$ cat src/rtl/ps2_host_tx_if.sv
// Command/status bundle between a PS/2 command source and the host transmitter.
interface ps2_host_tx_if;
  logic [7:0] tx_data;
  logic       tx_valid;
  logic       tx_ready;
  logic       done;
  logic       ack_ok;
  logic       error;
  logic       rx_inhibit;

  modport master (
    output tx_data, tx_valid,
    input  tx_ready, done, ack_ok, error, rx_inhibit
  );

  modport slave (
    input  tx_data, tx_valid,
    output tx_ready, done, ack_ok, error, rx_inhibit
  );
endinterface

$ cat src/rtl/ps2_host_tx.sv
// PS/2 host-to-device command transmitter: request-to-send, 8 data bits,
// odd parity, stop, then samples the device ack. Open-drain lines driven via oe.
module ps2_host_tx #(
  parameter int unsigned INHIBIT_CYCLES = 12000,
  parameter int unsigned FILTER_LEN     = 16,
  parameter int unsigned TIMEOUT_CYCLES = 2000000
) (
  input  logic             clk,
  input  logic             rst,
  ps2_host_tx_if.slave     bus,
  input  logic             PS2_clk_i,
  input  logic             PS2_data_i,
  output logic             PS2_clk_oe,
  output logic             PS2_data_oe
);

  localparam int unsigned InhW  = $clog2(INHIBIT_CYCLES + 1);
  localparam int unsigned FiltW = $clog2(FILTER_LEN + 1);
  localparam int unsigned ToW   = $clog2(TIMEOUT_CYCLES + 1);

  typedef enum logic [2:0] {
    StIdle,
    StInhibit,
    StReq,
    StAck,
    StWaitIdle
  } state_e;

  state_e state_q, state_d;

  logic             clk_meta_q, clk_sync_q, data_meta_q, data_sync_q;
  logic             clk_filt_q, fall_q;
  logic [FiltW-1:0] filt_cnt_q;

  logic [7:0]       shreg_q, shreg_d;
  logic             par_q, par_d;
  logic [3:0]       bitcnt_q, bitcnt_d;
  logic [InhW-1:0]  inh_cnt_q, inh_cnt_d;
  logic [ToW-1:0]   to_cnt_q, to_cnt_d;

  logic clk_oe_q, clk_oe_d;
  logic data_oe_q, data_oe_d;
  logic tx_ready_q, tx_ready_d;
  logic done_q, done_d;
  logic error_q, error_d;
  logic ack_ok_q, ack_ok_d;
  logic rx_inhibit_q, rx_inhibit_d;

  // Synchronize both lines; debounce the clock and flag filtered falling edges.
  always_ff @(posedge clk or posedge rst) begin
    if (rst) begin
      clk_meta_q  <= 1'b1;
      clk_sync_q  <= 1'b1;
      data_meta_q <= 1'b1;
      data_sync_q <= 1'b1;
      clk_filt_q  <= 1'b1;
      filt_cnt_q  <= '0;
      fall_q      <= 1'b0;
    end else begin
      clk_meta_q  <= PS2_clk_i;
      clk_sync_q  <= clk_meta_q;
      data_meta_q <= PS2_data_i;
      data_sync_q <= data_meta_q;
      fall_q      <= 1'b0;
      if (clk_sync_q == clk_filt_q) begin
        filt_cnt_q <= '0;
      end else if (filt_cnt_q == FiltW'(FILTER_LEN - 1)) begin
        // FILTER_LEN consecutive differing samples: accept the new level.
        clk_filt_q <= clk_sync_q;
        filt_cnt_q <= '0;
        fall_q     <= ~clk_sync_q;
      end else begin
        filt_cnt_q <= filt_cnt_q + FiltW'(1);
      end
    end
  end

  // Next-state, datapath and next-output decisions.
  always_comb begin
    state_d   = state_q;
    shreg_d   = shreg_q;
    par_d     = par_q;
    bitcnt_d  = bitcnt_q;
    inh_cnt_d = inh_cnt_q;
    to_cnt_d  = to_cnt_q;
    clk_oe_d  = 1'b0;
    data_oe_d = data_oe_q;
    ack_ok_d  = ack_ok_q;
    done_d    = 1'b0;
    error_d   = 1'b0;

    unique case (state_q)
      StIdle: begin
        data_oe_d = 1'b0;
        if (bus.tx_valid && tx_ready_q) begin
          shreg_d   = bus.tx_data;
          par_d     = ~^bus.tx_data;
          inh_cnt_d = '0;
          state_d   = StInhibit;
          clk_oe_d  = 1'b1;
          data_oe_d = (INHIBIT_CYCLES == 1);
        end
      end

      StInhibit: begin
        inh_cnt_d = inh_cnt_q + InhW'(1);
        if (inh_cnt_q == InhW'(INHIBIT_CYCLES - 1)) begin
          // Release the clock; data stays low as the start bit.
          state_d   = StReq;
          bitcnt_d  = '0;
          to_cnt_d  = '0;
          data_oe_d = 1'b1;
        end else begin
          clk_oe_d  = 1'b1;
          data_oe_d = (inh_cnt_d == InhW'(INHIBIT_CYCLES - 1));
        end
      end

      StReq, StAck, StWaitIdle: begin
        to_cnt_d = to_cnt_q + ToW'(1);
        if (to_cnt_q == ToW'(TIMEOUT_CYCLES - 1)) begin
          state_d   = StIdle;
          data_oe_d = 1'b0;
          ack_ok_d  = 1'b0;
          error_d   = 1'b1;
        end else if (state_q == StReq) begin
          if (fall_q) begin
            bitcnt_d = bitcnt_q + 4'd1;
            if (bitcnt_d <= 4'd8) begin
              data_oe_d = ~shreg_q[bitcnt_q[2:0]];
            end else if (bitcnt_d == 4'd9) begin
              data_oe_d = ~par_q;
            end else begin
              data_oe_d = 1'b0;
              state_d   = StAck;
            end
          end
        end else if (state_q == StAck) begin
          if (fall_q) begin
            bitcnt_d = bitcnt_q + 4'd1;
            ack_ok_d = ~data_sync_q;
            state_d  = StWaitIdle;
          end
        end else begin
          if (clk_sync_q && data_sync_q) begin
            done_d  = 1'b1;
            state_d = StIdle;
          end
        end
      end

      default: begin
        state_d   = StIdle;
        data_oe_d = 1'b0;
      end
    endcase

    // Ready is withheld during the done/error cycle so it returns the cycle after.
    tx_ready_d   = (state_d == StIdle) && !done_d && !error_d;
    rx_inhibit_d = (state_d != StIdle);
  end

  // State, datapath and registered outputs.
  always_ff @(posedge clk or posedge rst) begin
    if (rst) begin
      state_q      <= StIdle;
      shreg_q      <= '0;
      par_q        <= 1'b0;
      bitcnt_q     <= '0;
      inh_cnt_q    <= '0;
      to_cnt_q     <= '0;
      clk_oe_q     <= 1'b0;
      data_oe_q    <= 1'b0;
      tx_ready_q   <= 1'b1;
      done_q       <= 1'b0;
      error_q      <= 1'b0;
      ack_ok_q     <= 1'b0;
      rx_inhibit_q <= 1'b0;
    end else begin
      state_q      <= state_d;
      shreg_q      <= shreg_d;
      par_q        <= par_d;
      bitcnt_q     <= bitcnt_d;
      inh_cnt_q    <= inh_cnt_d;
      to_cnt_q     <= to_cnt_d;
      clk_oe_q     <= clk_oe_d;
      data_oe_q    <= data_oe_d;
      tx_ready_q   <= tx_ready_d;
      done_q       <= done_d;
      error_q      <= error_d;
      ack_ok_q     <= ack_ok_d;
      rx_inhibit_q <= rx_inhibit_d;
    end
  end

  assign PS2_clk_oe     = clk_oe_q;
  assign PS2_data_oe    = data_oe_q;
  assign bus.tx_ready   = tx_ready_q;
  assign bus.done       = done_q;
  assign bus.error      = error_q;
  assign bus.ack_ok     = ack_ok_q;
  assign bus.rx_inhibit = rx_inhibit_q;

endmodule
$ cat src/flat_wrapper.sv
// flat-port wrapper written by rule: the top's interface ports become plain ports
module ps2_host_tx_flat 
#(
  parameter int unsigned INHIBIT_CYCLES = 12000,
  parameter int unsigned FILTER_LEN     = 16,
  parameter int unsigned TIMEOUT_CYCLES = 2000000
)
  (clk, rst, PS2_clk_i, PS2_data_i, PS2_clk_oe, PS2_data_oe, bus_tx_data, bus_tx_valid, bus_tx_ready, bus_done, bus_ack_ok, bus_error, bus_rx_inhibit);
  ps2_host_tx_if bus_i ();
  input  logic clk;
  input  logic rst;
  input  logic PS2_clk_i;
  input  logic PS2_data_i;
  output logic PS2_clk_oe;
  output logic PS2_data_oe;
  input wire logic [$bits(bus_i.tx_data)-1:0] bus_tx_data;
  input wire logic [$bits(bus_i.tx_valid)-1:0] bus_tx_valid;
  output wire logic [$bits(bus_i.tx_ready)-1:0] bus_tx_ready;
  output wire logic [$bits(bus_i.done)-1:0] bus_done;
  output wire logic [$bits(bus_i.ack_ok)-1:0] bus_ack_ok;
  output wire logic [$bits(bus_i.error)-1:0] bus_error;
  output wire logic [$bits(bus_i.rx_inhibit)-1:0] bus_rx_inhibit;
  assign bus_i.tx_data = bus_tx_data;
  assign bus_i.tx_valid = bus_tx_valid;
  assign bus_tx_ready = bus_i.tx_ready;
  assign bus_done = bus_i.done;
  assign bus_ack_ok = bus_i.ack_ok;
  assign bus_error = bus_i.error;
  assign bus_rx_inhibit = bus_i.rx_inhibit;
  ps2_host_tx #(.INHIBIT_CYCLES(INHIBIT_CYCLES), .FILTER_LEN(FILTER_LEN), .TIMEOUT_CYCLES(TIMEOUT_CYCLES)) u_core (.clk(clk), .rst(rst), .bus(bus_i), .PS2_clk_i(PS2_clk_i), .PS2_data_i(PS2_data_i), .PS2_clk_oe(PS2_clk_oe), .PS2_data_oe(PS2_data_oe));
endmodule
$ cat config.mk
export PLATFORM = sky130hd
export DESIGN_NAME = ps2_host_tx_flat
export DESIGN_NICKNAME = d
export VERILOG_FILES = /design/src/rtl/ps2_host_tx_if.sv /design/src/rtl/ps2_host_tx.sv /design/src/flat_wrapper.sv
export SDC_FILE = /design/constraint.sdc
export NUM_CORES = 1
export LEC_CHECK = 0
export BUFFER_PORTS_ARGS = -buffer_cell sky130_fd_sc_hd__buf_4
export CAP_MARGIN = 20
export CORE_MARGIN = 5
export CORE_UTILIZATION = 50
export CTS_CLUSTER_SIZE = 16
export DETAILED_ROUTE_END_ITERATION = 8
export PLACE_DENSITY = 0.67
export SYNTH_ARGS = -nofsm -noshare
export SYNTH_HDL_FRONTEND = slang
export SYNTH_SLANG_ARGS = --single-unit
$ cat constraint.sdc
create_clock -name clk -period 3.2 [get_ports clk]
set_input_delay 0.32 -clock clk [delete_from_list [all_inputs] [get_ports clk]]
set_output_delay 0.32 -clock clk [all_outputs]
set_load 0.05 [all_outputs]
* Word-level counts from Yosys, hierarchy flattened
Cells that the tools add are included.
** Storage, ports and cells
- Bits in registers :: 69
- Bits of input ports :: 13
- Word-level logic and storage cells :: 118
- Output and inout port bits :: 7
** Operators by class
- $add $sub $neg :: 4
- Equality and inequality tests :: 17
- $lt $le $gt $ge :: 2
- Reduce and logical (&&, ||, !) cells :: 22
- Bitwise operators :: 5
- Multiplexer cells :: 48
** Operator list (count)
- one-hot mux 21 bit (2 select lines) :: 1
- two-way mux 3 bit :: 10
- equality test 14 bit, second input constant :: 2
- one-hot mux 14 bit (2 select lines) :: 1
- two-way mux 1 bit :: 22
- adder 21 x 1 -> 21 bit, second input constant :: 1
- equality test 21 bit, second input constant :: 1
- two-way mux 21 bit :: 1
- two-way mux 4 bit :: 5
- adder 14 x 1 -> 14 bit, second input constant :: 1
- two-way mux 14 bit :: 1
- two-way mux 5 bit :: 2
- AND reduction 2 bit :: 5
- inequality test 3 x 1 -> 1 bit, second input constant :: 3
- one-hot mux 3 bit (3 select lines) :: 1
- one-hot mux 4 bit (2 select lines) :: 1
- AND reduction 4 bit :: 2
- nonzero test 2 bit :: 4
- XNOR reduction 8 bit :: 1
- equality test 3 x 2 -> 1 bit, second input constant :: 2
- logical NOT 3 bit :: 2
- inequality test 2 x 1 -> 1 bit, second input constant :: 3
- adder 5 x 1 -> 5 bit, second input constant :: 1
- equality test 5 x 4 -> 1 bit, second input constant :: 1
- 15 further kinds :: 24

* Logic depth before layout (Yosys ltp)
Gate-level depths: netlist (run 1).
- Depth in word-level cells :: 11
- Depth in mapped cells :: 8
- Mapped depth without buffers :: 6

* Least setup slack after synthesis (run 1)
OpenSTA, ideal clock, no wires.
- Path kind :: register to register
- From :: reg u_core.inh_cnt_q[0]
- To :: reg u_core.bitcnt_q[2]
- Path slack :: 1329 ps
- Buffers on the path :: 2
- Stages on the path, launching flop included :: 9
- Period minus slack after synthesis :: 1871 ps
- Arrival time :: 1750 ps
- Required time :: 3079 ps
- Library setup time :: 121 ps
- Path through :: dfrtp_1 -> ha_1 -> clkbuf_2 -> nand4_1 -> nor4_2 -> and2_0 -> buf_2 -> o21ai_1 -> a22o_1
** Between the ends
- Longest elaborated chain between the ends :: 3
** Ends and longest elaborated chain
- start: declaration :: line ps2_host_tx.sv:38 : logic [InhW-1:0] inh_cnt_q, inh_cnt_d;
- start signal: assignment :: line ps2_host_tx.sv:184 : inh_cnt_q <= inh_cnt_d;
- equality test 14 bit :: line ps2_host_tx.sv:107 : if (inh_cnt_q == InhW'(INHIBIT_CYCLES - 1)) begin
- inequality test 2 x 1 -> 1 bit (no source line)
- AND reduction 4 bit (no source line)
- end signal: assignment :: line ps2_host_tx.sv:183 : bitcnt_q <= bitcnt_d;
- end: declaration :: line ps2_host_tx.sv:37 : logic [3:0] bitcnt_q, bitcnt_d;
No other way between the ends.
A chain may end at the register's enable or synchronous reset.

* Final worst setup path (run 1)
- From :: reg u_core.inh_cnt_q[0]
- To :: reg u_core.bitcnt_q[0]
The elaborated chain is that of the path after synthesis.

==> results of run 1 <==
[through the flow]
step	utilization (%)	std cells	total power, mW	setup slack [ns]	cell area [sq um]
finish	57.9	498	2.42	0.990	4200
global route	57.9	498	2.54	0.762	4200
CTS	57.4	496	2.44	0.972	4170
detailed placement	54.0	480	1.56	1.02	3920
global placement	54.0	480	1.54	1.08	3920
floorplan	-	378	1.44	1.15	3730
[power by group]
part | internal, mW | switching (mW) | total (mW) | leakage, nW
logic | 0.210 | 0.238 | 0.449 | 0.782
registers | 0.992 | 0.100 | 1.09 | 0.903
clock network | 0.537 | 0.342 | 0.879 | 0.119
[registers in the layout (all words and copies together) (netlist names)]
register               flops
u_core.bus.ack_ok          1
u_core.clk_filt_q          1
u_core.bitcnt_q            4
u_core.fall_q              1
u_core.data_meta_q         1
u_core.state_q             3
u_core.clk_sync_q          1
u_core.data_sync_q         1
u_core.bus.error           1
u_core.PS2_clk_oe          1
u_core.bus.rx_inhibit      1
u_core.par_q               1
u_core.filt_cnt_q          5
u_core.inh_cnt_q          14
u_core.bus.tx_ready        1
u_core.to_cnt_q           21
u_core.clk_meta_q          1
u_core.shreg_q             8
u_core.PS2_data_oe         1
u_core.bus.done            1
[cells in the mapped netlist (all sizes together), types with 9 or more instances]
cell type / instances / share of area [%]
nand2: 33 / 3.3
nand4: 11 / 1.8
dfrtp: 63 / 42
buf: 9 / 1.7
xor2: 20 / 4.7
xnor2: 14 / 3.3
nand3: 20 / 2.8
inv: 9 / 0.91
o21ai: 32 / 4.3
mux2: 11 / 3.3
a21oi: 9 / 1.2
nor2: 42 / 4.3
clkbuf: 11 / 1.1
[area by class of cell]
cell class	instances	area [sq um]	share of cell area, %
clock buffers	10	138	3.28
inverters	9	33.8	0.805
clock inverters	6	110	2.62
multi-input cells	280	1850	44.2
flip-flops and latches	69	1730	41.3
repair buffers	25	203	4.83
well taps	99	124	2.95
[worst max-delay path: cells and delay by family, from the launching register on]
family	cells	cell delay, ns
and+or+nand+nor	3	0.82
DFF	1	0.41
AOI/OAI and AO/OA	2	0.25
adders and majority gates	1	0.32
buffers and inverters	1	0.28
[per-layer routing]
layer  wire length (um)  vias to the layer above  share of wire (%)  GRT usage (%)
met2               3240                       53                 44           25.7
met5                  0                        -                  0              0
met3                255                       10                3.5           3.36
met1               3700                     1343                 51           24.7
met4                 95                        0                1.3           7.71
li1                   -                     1355                  -              -
[kinds of logic after synthesis]
| family | count (synthesis) | synth area share [%] |
|---|---|---|
| flip-flops | 69 | 46.5 |
| AO/OA/AOI/OAI | 70 | 12.2 |
| buffers and inverters | 29 | 3.73 |
| AND/OR/NAND/NOR | 156 | 22.7 |
| multiplexers | 13 | 4.53 |
| adder cells (fa/ha/maj) | 7 | 2.35 |
| XOR/XNOR | 34 | 7.99 |
[layout by cell type, fill, tap and decap left out, types with 3 or more instances in the layout]
cell | Yosys | final
clkbuf_8 | 0 | 10
buf_4 | 2 | 23
nand2b_1 | 4 | 4
xnor2_1 | 14 | 14
dfstp_2 | 6 | 6
nand3b_1 | 5 | 5
a21oi_1 | 9 | 9
nor3_1 | 7 | 7
o21ai_0 | 31 | 31
nor2_1 | 41 | 41
bufinv_16 | 0 | 3
and3_1 | 6 | 6
nor2b_1 | 3 | 3
a31oi_1 | 4 | 4
dfrtp_1 | 63 | 63
mux2_2 | 11 | 11
xor2_1 | 20 | 20
nand4_1 | 11 | 11
a21o_1 | 3 | 3
nand3_1 | 19 | 19
inv_1 | 9 | 8
nand2_1 | 33 | 33
ha_1 | 7 | 7
o22ai_1 | 4 | 4
and2_1 | 3 | 3
[worst min path at each step]
stage / start / end / slack [ns] / cells past startpoint
floorplan: PS2_clk_i / u_core.clk_meta_q$_DFF_PP1_ / 0.32 / 0
global placement: u_core.clk_meta_q$_DFF_PP1_ / u_core.clk_sync_q$_DFF_PP1_ / 0.35 / 0
detailed placement: u_core.clk_meta_q$_DFF_PP1_ / u_core.clk_sync_q$_DFF_PP1_ / 0.35 / 0
CTS: PS2_clk_i / u_core.clk_meta_q$_DFF_PP1_ / 0.06 / 1
global route: PS2_clk_i / u_core.clk_meta_q$_DFF_PP1_ / 0.06 / 1
finish: PS2_clk_i / u_core.clk_meta_q$_DFF_PP1_ / 0.07 / 1
==> impl_metrics.env, run 1 <==
export IMPL_die_x_um=96.3
export IMPL_drt_total_wl_mm=7.28
export IMPL_grt_antenna_before_repair=0
export IMPL_power_leakage_nw=1.80
export IMPL_fmax_mhz=453
export IMPL_synth_area_sq_mm=0.00373
export IMPL_drc=0
export IMPL_cts_resized=0
export IMPL_clock_skew_ns=0.00861
export IMPL_synth_cells=378
export IMPL_path_cells="ha_1 > nand4_1 > nor4_2 > and2_0 > buf_4 > o21ai_0 > o2bb2ai_1"
export IMPL_ys_ff_latch=69
export IMPL_cp_arrival_ns=2.45
export IMPL_tns_ns=0
export IMPL_rsz0062_at_grt="false"
export IMPL_worst_pin_slew_ns=0.654
export IMPL_cts_buffers=9
export IMPL_clock_sinks=69
export IMPL_timing_hold_ws_ns=0.0721
export IMPL_endpoint_kind="register"
export IMPL_ys_types=62
export IMPL_powerDensity_mw_per_mm2=577
export IMPL_grt_pass1_vias=2616
export IMPL_vias_per_cell=5.54
export IMPL_hold_buffers=0
export IMPL_cts_root_buffer_cell="clkbuf_8"
export IMPL_startpoint="u_core.inh_cnt_q[0]$_DFFE_PP0P_"
export IMPL_ys_seq_area_share_pct=46.5
export IMPL_status="complete, no violations"
export IMPL_synth_edf_count=0
export IMPL_finalSetupViolCount=0
export IMPL_drive_gt1_share_pct=18.3
export IMPL_clk_latency_ns=0.36
export IMPL_path_class="reg2reg"
export IMPL_clkTransAtPathRegs_ns=0.07
export IMPL_avgSynthCellArea_sq_um=9.86
export IMPL_start_kind="register"
export IMPL_worstPathMaxFanout=23
export IMPL_final_nets=414
export IMPL_drtPass1Iterations=4
export IMPL_fill_cells=641
export IMPL_crit_required_ns=3.44
export IMPL_place_port_buffers=19
export IMPL_relSlewSlack_pct=56.3
export IMPL_ioPinCount=20
export IMPL_routed_via_count=2761
export IMPL_hpwl_mm=4.95
export IMPL_coreArea_sq_mm=0.00725
export IMPL_r2r_end="u_core.bitcnt_q[0]$_DFFE_PP0P_"
export IMPL_endpoint="u_core.bitcnt_q[0]$_DFFE_PP0P_"
export IMPL_max_stage_delay_ns=0.41
export IMPL_place_gp_congestion=0.810
export IMPL_ys_flop_type="dfrtp_1"
export IMPL_cp_slowest_cell="dfrtp_1"
export IMPL_ys_async_sr_fraction_pct=100
export IMPL_die_area_sq_mm=0.00928
export IMPL_hold_viol_final=0
export IMPL_htreeDepth=3
export IMPL_syn_nets=398
export IMPL_rr_startpoint="u_core.inh_cnt_q[0]$_DFFE_PP0P_"
export IMPL_overflow=0
export IMPL_final_antenna_net_count=0
export IMPL_drv_cap=0
export IMPL_grt_max_degree=53
export IMPL_num_antenna_cells=0
export IMPL_r2r_setup_slack_ns=0.99
export IMPL_fin_crit_ns=2.21
export IMPL_hold_path_class="in2reg"
export IMPL_clockBufferDepth=2
export IMPL_wire_per_inst_um=14.6
export IMPL_cts_tree="done"
export IMPL_slew_viol_final=0
export IMPL_ir_drop_v=0.000292
export IMPL_syn_to_final_growth_pct=12.6
export IMPL_synth_warnings=0
export IMPL_start_util_pct=51.4
export IMPL_num_rows=31
export IMPL_ff2ff_path_depth=7
export IMPL_fin_crit_sh_pct=69.1
export IMPL_first_iter_violations=145
export IMPL_cts_setup_buffers=0
export IMPL_grt_first_pass_wirelength_mm=12.5
export IMPL_dieHeight_um=96.3
export IMPL_grt_usage_pct=17.4
Power figures use the tool's default switching activity.
==> inputs of run 2 (changes only) <==
--- a/config.mk
+++ b/config.mk
@@ -5,13 +5,14 @@
 export SDC_FILE = /design/constraint.sdc
 export NUM_CORES = 1
 export LEC_CHECK = 0
+export ABC_AREA = 1
 export BUFFER_PORTS_ARGS = -buffer_cell sky130_fd_sc_hd__buf_4
 export CAP_MARGIN = 20
 export CORE_MARGIN = 5
 export CORE_UTILIZATION = 50
 export CTS_CLUSTER_SIZE = 16
 export DETAILED_ROUTE_END_ITERATION = 8
-export PLACE_DENSITY = 0.67
+export PLACE_DENSITY = 0.7
 export SYNTH_ARGS = -nofsm -noshare
 export SYNTH_HDL_FRONTEND = slang
 export SYNTH_SLANG_ARGS = --single-unit
==> constraint.sdc (replaced) <==
create_clock -name clk -period 1.8 [get_ports clk]
set_input_delay 0.18 -clock clk [delete_from_list [all_inputs] [get_ports clk]]
set_output_delay 0.18 -clock clk [all_outputs]
set_load 0.05 [all_outputs]
==> impl_metrics.env, run 2 <==
export IMPL_num_rows=32
export IMPL_status="complete, no violations"
export IMPL_synth_cells=495
export IMPL_drt_total_wl_mm=8.79
export IMPL_finalSetupViolCount=0
export IMPL_grt_usage_pct=19.1
export IMPL_clockBufferDepth=2
export IMPL_wire_per_inst_um=13.7
export IMPL_fin_crit_sh_pct=94.7
export IMPL_drc=0
export IMPL_mostFrequentLayoutCell="nand2_1"
export IMPL_htreeDepth=3
export IMPL_pre_cts_ws_ns=-0.00418
export IMPL_grt_pass1_vias=3283
export IMPL_fin_crit_ns=1.70
export IMPL_routed_via_count=3450
export IMPL_fmax_mhz=587
export IMPL_synth_edf_count=0
export IMPL_clock_sinks=69
export IMPL_synth_largest_area_cell="dfrtp_1"
export IMPL_clk_latency_ns=0.34
export IMPL_ys_async_sr_fraction_pct=100
export IMPL_synth_warnings=0
export IMPL_start_util_pct=50.7
export IMPL_ioPinCount=20
export IMPL_fill_cells=678
export IMPL_netlist_area_leader_share_pct=40.6
export IMPL_cp_arrival_ns=1.98
export IMPL_ir_drop_v=0.000451
export IMPL_ys_top_cells_by_area="dfrtp_1, nand2_1, inv_1"
export IMPL_syn_nets=515
export IMPL_final_antenna_net_count=0
export IMPL_coreArea_sq_mm=0.00765
export IMPL_clock_skew_ns=0.00808
export IMPL_start_kind="register"
export IMPL_startpoint="u_core.bitcnt_q[0]$_DFFE_PP0P_"
export IMPL_drtPass1Iterations=5
export IMPL_avgSynthCellArea_sq_um=7.84
export IMPL_setup_ws_ns=0.0956
export IMPL_power_leakage_nw=2.08
export IMPL_first_iter_violations=212
export IMPL_cts_tree="done"
export IMPL_die_area_sq_mm=0.00962
export IMPL_final_nets=554
export IMPL_total_power_mw=2.78
export IMPL_endpoint_kind="register"
export IMPL_ys_types=37
export IMPL_cts_buffers=9
export IMPL_clkTransAtPathRegs_ns=0.07
export IMPL_die_x_um=98.1
export IMPL_grt_first_pass_wirelength_mm=15.2
export IMPL_num_antenna_cells=0
export IMPL_register_area_sq_mm=0.00173
export IMPL_regMostFlops="u_core.to_cnt_q"
export IMPL_tns_ns=0
export IMPL_reg_top3="u_core.to_cnt_q: 21 flops, u_core.inh_cnt_q: 14 flops, u_core.shreg_q: 8 flops"
export IMPL_place_port_buffers=19
export IMPL_hold_path_class="in2reg"
export IMPL_mostFrequentLayoutCells="nand2_1, dfrtp_1, inv_1"
export IMPL_vias_per_cell=5.38
export IMPL_grt_max_degree=70
export IMPL_ys_seq_area_share_pct=44.7
export IMPL_grt_antenna_before_repair=0
export IMPL_worst_pin_slew_ns=0.428
export IMPL_worstPathMaxFanout=4
export IMPL_path_class="reg2reg"
export IMPL_crit_required_ns=2.07
export IMPL_hold_viol_final=0
export IMPL_synth_area_sq_mm=0.00388
export IMPL_relSlewSlack_pct=71.2
export IMPL_multiInputGateArea_sq_mm=0.00194
export IMPL_dieHeight_um=98.1
export IMPL_powerDensity_mw_per_mm2=617
export IMPL_rr_startpoint="u_core.bitcnt_q[0]$_DFFE_PP0P_"
export IMPL_syn_to_final_growth_pct=16.2
export IMPL_drive_gt1_share_pct=18.2
export IMPL_overflow=0
export IMPL_hpwl_mm=6.41
export IMPL_place_gp_congestion=0.966
export IMPL_hp_start="bus_tx_data[0]"
export IMPL_drv_cap=0
export IMPL_netlist_top_cells_count="nand2_1, dfrtp_1, inv_1"
export IMPL_slew_viol_final=0
export IMPL_largest_reg_flops=21
export IMPL_ys_ff_latch=69
export IMPL_cts_root_buffer_cell="clkbuf_8"
export IMPL_ys_flop_type="dfrtp_1"
export IMPL_synth_most_common_cell="nand2_1"
run 2: cell count changes in the layout (fill, tap and decap cells not counted), sizes merged, moves of 10 or more:
| cell | before | now |
|---|---|---|
| inv | 9 | 61 |
| nor2 | 42 | 53 |
| buf | 24 | 34 |
| nand2 | 33 | 120 |
| o22ai | 4 | 14 |
| nor3 | 7 | 17 |
| nand3 | 20 | 44 |
run 2: worst max-delay path, cell delays in order (launching register included):
cell	delay [ns]
dfrtp_1	0.38
ha_1	0.21
xnor2_1	0.31
nand2_1	0.15
nand4_1	0.10
o21ai_0	0.11
a21oi_2	0.19
nand2_1	0.09
nor2_1	0.09
run 2: final timing paths:
path	depth (start not counted)	to	slack, ns
worst max register to register	8	u_core.bus.tx_ready$_DFF_PP1_	0.1
min in group asynchronous	4	u_core.inh_cnt_q[11]$_DFFE_PP0P_	0.49
worst max-delay path	8	u_core.bus.tx_ready$_DFF_PP1_	0.1
worst min-delay path	2	u_core.shreg_q[0]$_DFFE_PP0P_	0.07
worst min register to register	0	u_core.clk_sync_q$_DFF_PP1_	0.36
max in group asynchronous	4	u_core.clk_sync_q$_DFF_PP1_	0.96
run 2: layout make-up:
type	instances	area share [%]
inverter	63	5.33
sequential	69	38.5
tap	102	2.83
clock inverter	5	0.611
timing repair buffer	37	6.61
clock buffer	11	3.14
multi-input combinational	354	43.0
run 2: per-stage QoR:
stage	utilization [%]	hold WS (ns)	instances	area [sq um]
6_report	58.9	0.0733	641	4510
3_3_place_gp	55.3	0.289	621	4230
5_1_grt	58.9	0.0654	641	4510
4_1_cts	57.9	0.0613	640	4430
2_1_floorplan	-	0.184	495	3880
3_5_place_dp	55.3	0.290	621	4230
run 2: where the power goes:
group	switching (mW)	internal [mW]	total [mW]
Sequential	0.00558	1.56	1.57
Clock	0.580	0.529	1.11
Combinational	0.0578	0.0480	0.106
run 2: timing repair:
action / 4_1_cts / 5_1_grt
pin swaps: 0 / 8
hold endpoints to repair: 65 / 0
hold buffers: 3 / 0
buffers inserted: 0 / 1
resized for setup: 1 / 19
endpoints found under the setup margin: 3 / 25
run 2: kinds of logic after synthesis:
group | Yosys count | synth area share, %
AOI/OAI and AO/OA | 56 | 8.19
xor gates and xnor gates | 24 | 5.42
DFF | 69 | 44.7
buffers and inverters | 72 | 7.26
and+or+nand+nor | 260 | 30.2
muxes | 7 | 2.03
adders and majority gates | 7 | 2.26
run 2: layer usage:
| layer | vias up | routed length, um | share of wire (%) | global-route usage (%) |
|---|---|---|---|---|
| li1 | 1701 | - | - | - |
| met1 | 1634 | 4000 | 45 | 25.4 |
| met2 | 99 | 4230 | 48 | 31.2 |
| met3 | 16 | 411 | 4.7 | 4.00 |
| met4 | 0 | 149 | 1.7 | 6.50 |
| met5 | - | 0 | 0 | 0 |
==> inputs of run 3 (changes only) <==
--- a/config.mk
+++ b/config.mk
@@ -10,9 +10,10 @@
 export CAP_MARGIN = 20
 export CORE_MARGIN = 5
 export CORE_UTILIZATION = 50
+export CTS_CLUSTER_DIAMETER = 40
 export CTS_CLUSTER_SIZE = 16
 export DETAILED_ROUTE_END_ITERATION = 8
-export PLACE_DENSITY = 0.7
+export PLACE_DENSITY = 0.68
 export SYNTH_ARGS = -nofsm -noshare
 export SYNTH_HDL_FRONTEND = slang
 export SYNTH_SLANG_ARGS = --single-unit
==> constraint.sdc (replaced) <==
create_clock -name clk -period 1.8 [get_ports clk]
set_input_delay 0.18 -clock clk [delete_from_list [all_inputs] [get_ports clk]]
set_output_delay 0.18 -clock clk [all_outputs]
set_load 0.005 [all_outputs]
==> impl_metrics.env, run 3 (same netlist as run 2, synthesis figures left out) <==
export IMPL_grt_pass1_vias=3353
export IMPL_timing_hold_ws_ns=0.0600
export IMPL_fin_crit_ns=1.72
export IMPL_hold_depth=2
export IMPL_post_route_util_pct=60.0
export IMPL_power_leakage_nw=2.12
export IMPL_final_nets=557
export IMPL_cts_buffers=9
export IMPL_powerDensity_mw_per_mm2=700
export IMPL_ir_drop_v=0.000437
export IMPL_ff2ff_path_depth=11
export IMPL_cp_slowest_cell="dfrtp_1"
export IMPL_wire_per_inst_um=14.0
export IMPL_routed_via_count=3431
export IMPL_htreeDepth=3
export IMPL_syn_to_final_growth_pct=18.2
export IMPL_hpwl_mm=6.55
export IMPL_status="complete, no violations"
export IMPL_path_class="reg2reg"
export IMPL_grt_first_pass_wirelength_mm=15.4
export IMPL_hold_path_class="in2reg"
export IMPL_num_rows=32
export IMPL_fmax_mhz=582
export IMPL_path_cells="ha_1 > nand2_1 > inv_2 > nand2_4 > nor3_4 > nand3_2 > buf_4 > nand3_1 > nor2_1 > nor2_1 > a21oi_1"
export IMPL_relSlewSlack_pct=68.9
export IMPL_r2r_setup_slack_ns=0.08
export IMPL_gr_usage_met2_pct=33.1
export IMPL_grt_usage_pct=19.5
export IMPL_hp_start="bus_tx_data[1]"
export IMPL_clockBufferDepth=2
export IMPL_mostFrequentLayoutCells="nand2_1, dfrtp_1, inv_1"
export IMPL_cts_root_buffer_cell="clkbuf_8"
export IMPL_max_stage_delay_ns=0.36
export IMPL_regMostFlops="u_core.to_cnt_q"
export IMPL_cts_tree="done"
export IMPL_drv_cap=0
export IMPL_busiest_layer="met2"
export IMPL_first_iter_violations=201
export IMPL_rsz0062_at_grt="true"
export IMPL_die_area_sq_mm=0.00962
export IMPL_dieHeight_um=98.1
export IMPL_start_util_pct=50.7
export IMPL_rr_startpoint="u_core.to_cnt_q[1]$_DFFE_PP0P_"
export IMPL_overflow=0
export IMPL_cp_common_cell="nor2_1"
export IMPL_drc=0
export IMPL_coreArea_sq_mm=0.00765
export IMPL_cp_arrival_ns=1.95
export IMPL_finalSetupViolCount=0
export IMPL_worstPathMaxFanout=6
export IMPL_met1_usage_pct=24.5
export IMPL_start_kind="register"
export IMPL_clkTransAtPathRegs_ns=0.08
export IMPL_worst_pin_slew_ns=0.467
export IMPL_hold_viol_final=0
export IMPL_r2r_end="u_core.PS2_data_oe$_DFFE_PP0P_"
export IMPL_slew_viol_final=0
export IMPL_clock_skew_ns=0.0103
export IMPL_drive_gt1_share_pct=18.6
export IMPL_drt_total_wl_mm=9.03
export IMPL_clk_latency_ns=0.35
export IMPL_finalNonFillerCells=644
export IMPL_die_x_um=98.1
export IMPL_reg_top3="u_core.to_cnt_q: 21 flops, u_core.inh_cnt_q: 14 flops, u_core.shreg_q: 8 flops"
export IMPL_largest_reg_flops=21
export IMPL_grt_antenna_before_repair=0
export IMPL_crit_required_ns=2.03
export IMPL_worstHoldEndpoint="u_core.shreg_q[1]$_DFFE_PP0P_"
export IMPL_grt_max_degree=37
export IMPL_final_antenna_net_count=0
export IMPL_tns_ns=0
export IMPL_drtPass1Iterations=5
export IMPL_grt_use_met3_pct=4.79
export IMPL_clock_sinks=69
export IMPL_mostFrequentLayoutCell="nand2_1"
export IMPL_place_port_buffers=19
export IMPL_endpoint_kind="register"
export IMPL_vias_per_cell=5.33
export IMPL_fill_cells=695
export IMPL_ioPinCount=20
export IMPL_num_antenna_cells=0
export IMPL_place_gp_congestion=0.856
export IMPL_dp_cells=620
export IMPL_fin_crit_sh_pct=95.5
==> run 3: worst max-delay path: cells and delay by family (launching register included) <==
family          cells  cell delay [ns]
flops               1             0.36
simple gates        7             0.73
fa+ha+maj           1             0.16
buf+inv             2             0.28
compound gates      1             0.07
==> run 3: layer usage <==
| metal | vias to the layer above | wire [um] | part of all wire [%] |
|---|---|---|---|
| met5 | - | 0 | 0 |
| met4 | 0 | 174 | 1.9 |
| li1 | 1705 | - | - |
| met2 | 86 | 4420 | 49 |
| met3 | 18 | 377 | 4.2 |
| met1 | 1622 | 4060 | 45 |
==> run 3: timing repair <==
item                       4_1_cts  5_1_grt
hold buffers                     3        0
setup endpoints to repair        2       31
hold endpoints to repair        65        0
setup buffers                    0        5
resized for setup                2       18
pin swaps                        0        2
==> run 3: layout make-up <==
cell class	instances	area (sq um)	share of cell area [%]
Tap cell	102	128	2.78
Multi-Input combinational cell	354	1940	42.2
Clock inverter	6	111	2.43
Clock buffer	10	128	2.78
Timing Repair Buffer	40	308	6.71
Inverter	63	240	5.24
Sequential cell	69	1740	37.8
==> run 3: power breakdown <==
group	switching [mW]	internal [mW]	leakage (nW)
Combinational	0.0587	0.0463	1.10
Clock	0.617	0.921	0.116
Sequential	0.00635	1.56	0.908
==> run 3: how the worst max path moves through the flow <==
stage	from	end
floorplan	u_core.inh_cnt_q[1]$_DFFE_PP0P_	u_core.to_cnt_q[6]$_DFFE_PP0P_
global placement	u_core.to_cnt_q[0]$_DFFE_PP0P_	u_core.bitcnt_q[2]$_DFFE_PP0P_
detailed placement	u_core.inh_cnt_q[1]$_DFFE_PP0P_	u_core.PS2_data_oe$_DFFE_PP0P_
CTS	u_core.to_cnt_q[0]$_DFFE_PP0P_	u_core.bus.tx_ready$_DFF_PP1_
global route	u_core.inh_cnt_q[0]$_DFFE_PP0P_	u_core.to_cnt_q[3]$_DFFE_PP0P_
finish	u_core.to_cnt_q[1]$_DFFE_PP0P_	u_core.PS2_data_oe$_DFFE_PP0P_
==> run 3: per-stage QoR <==
step	power [mW]	setup WS [ns]	instance area (sq um)
6_report	3.21	0.0803	4590
5_1_grt	3.32	-0.0858	4590
4_1_cts	3.25	0.0210	4480
3_5_place_dp	1.70	-0.00529	4210
3_3_place_gp	1.70	0.0254	4210
2_1_floorplan	1.66	0.231	3880
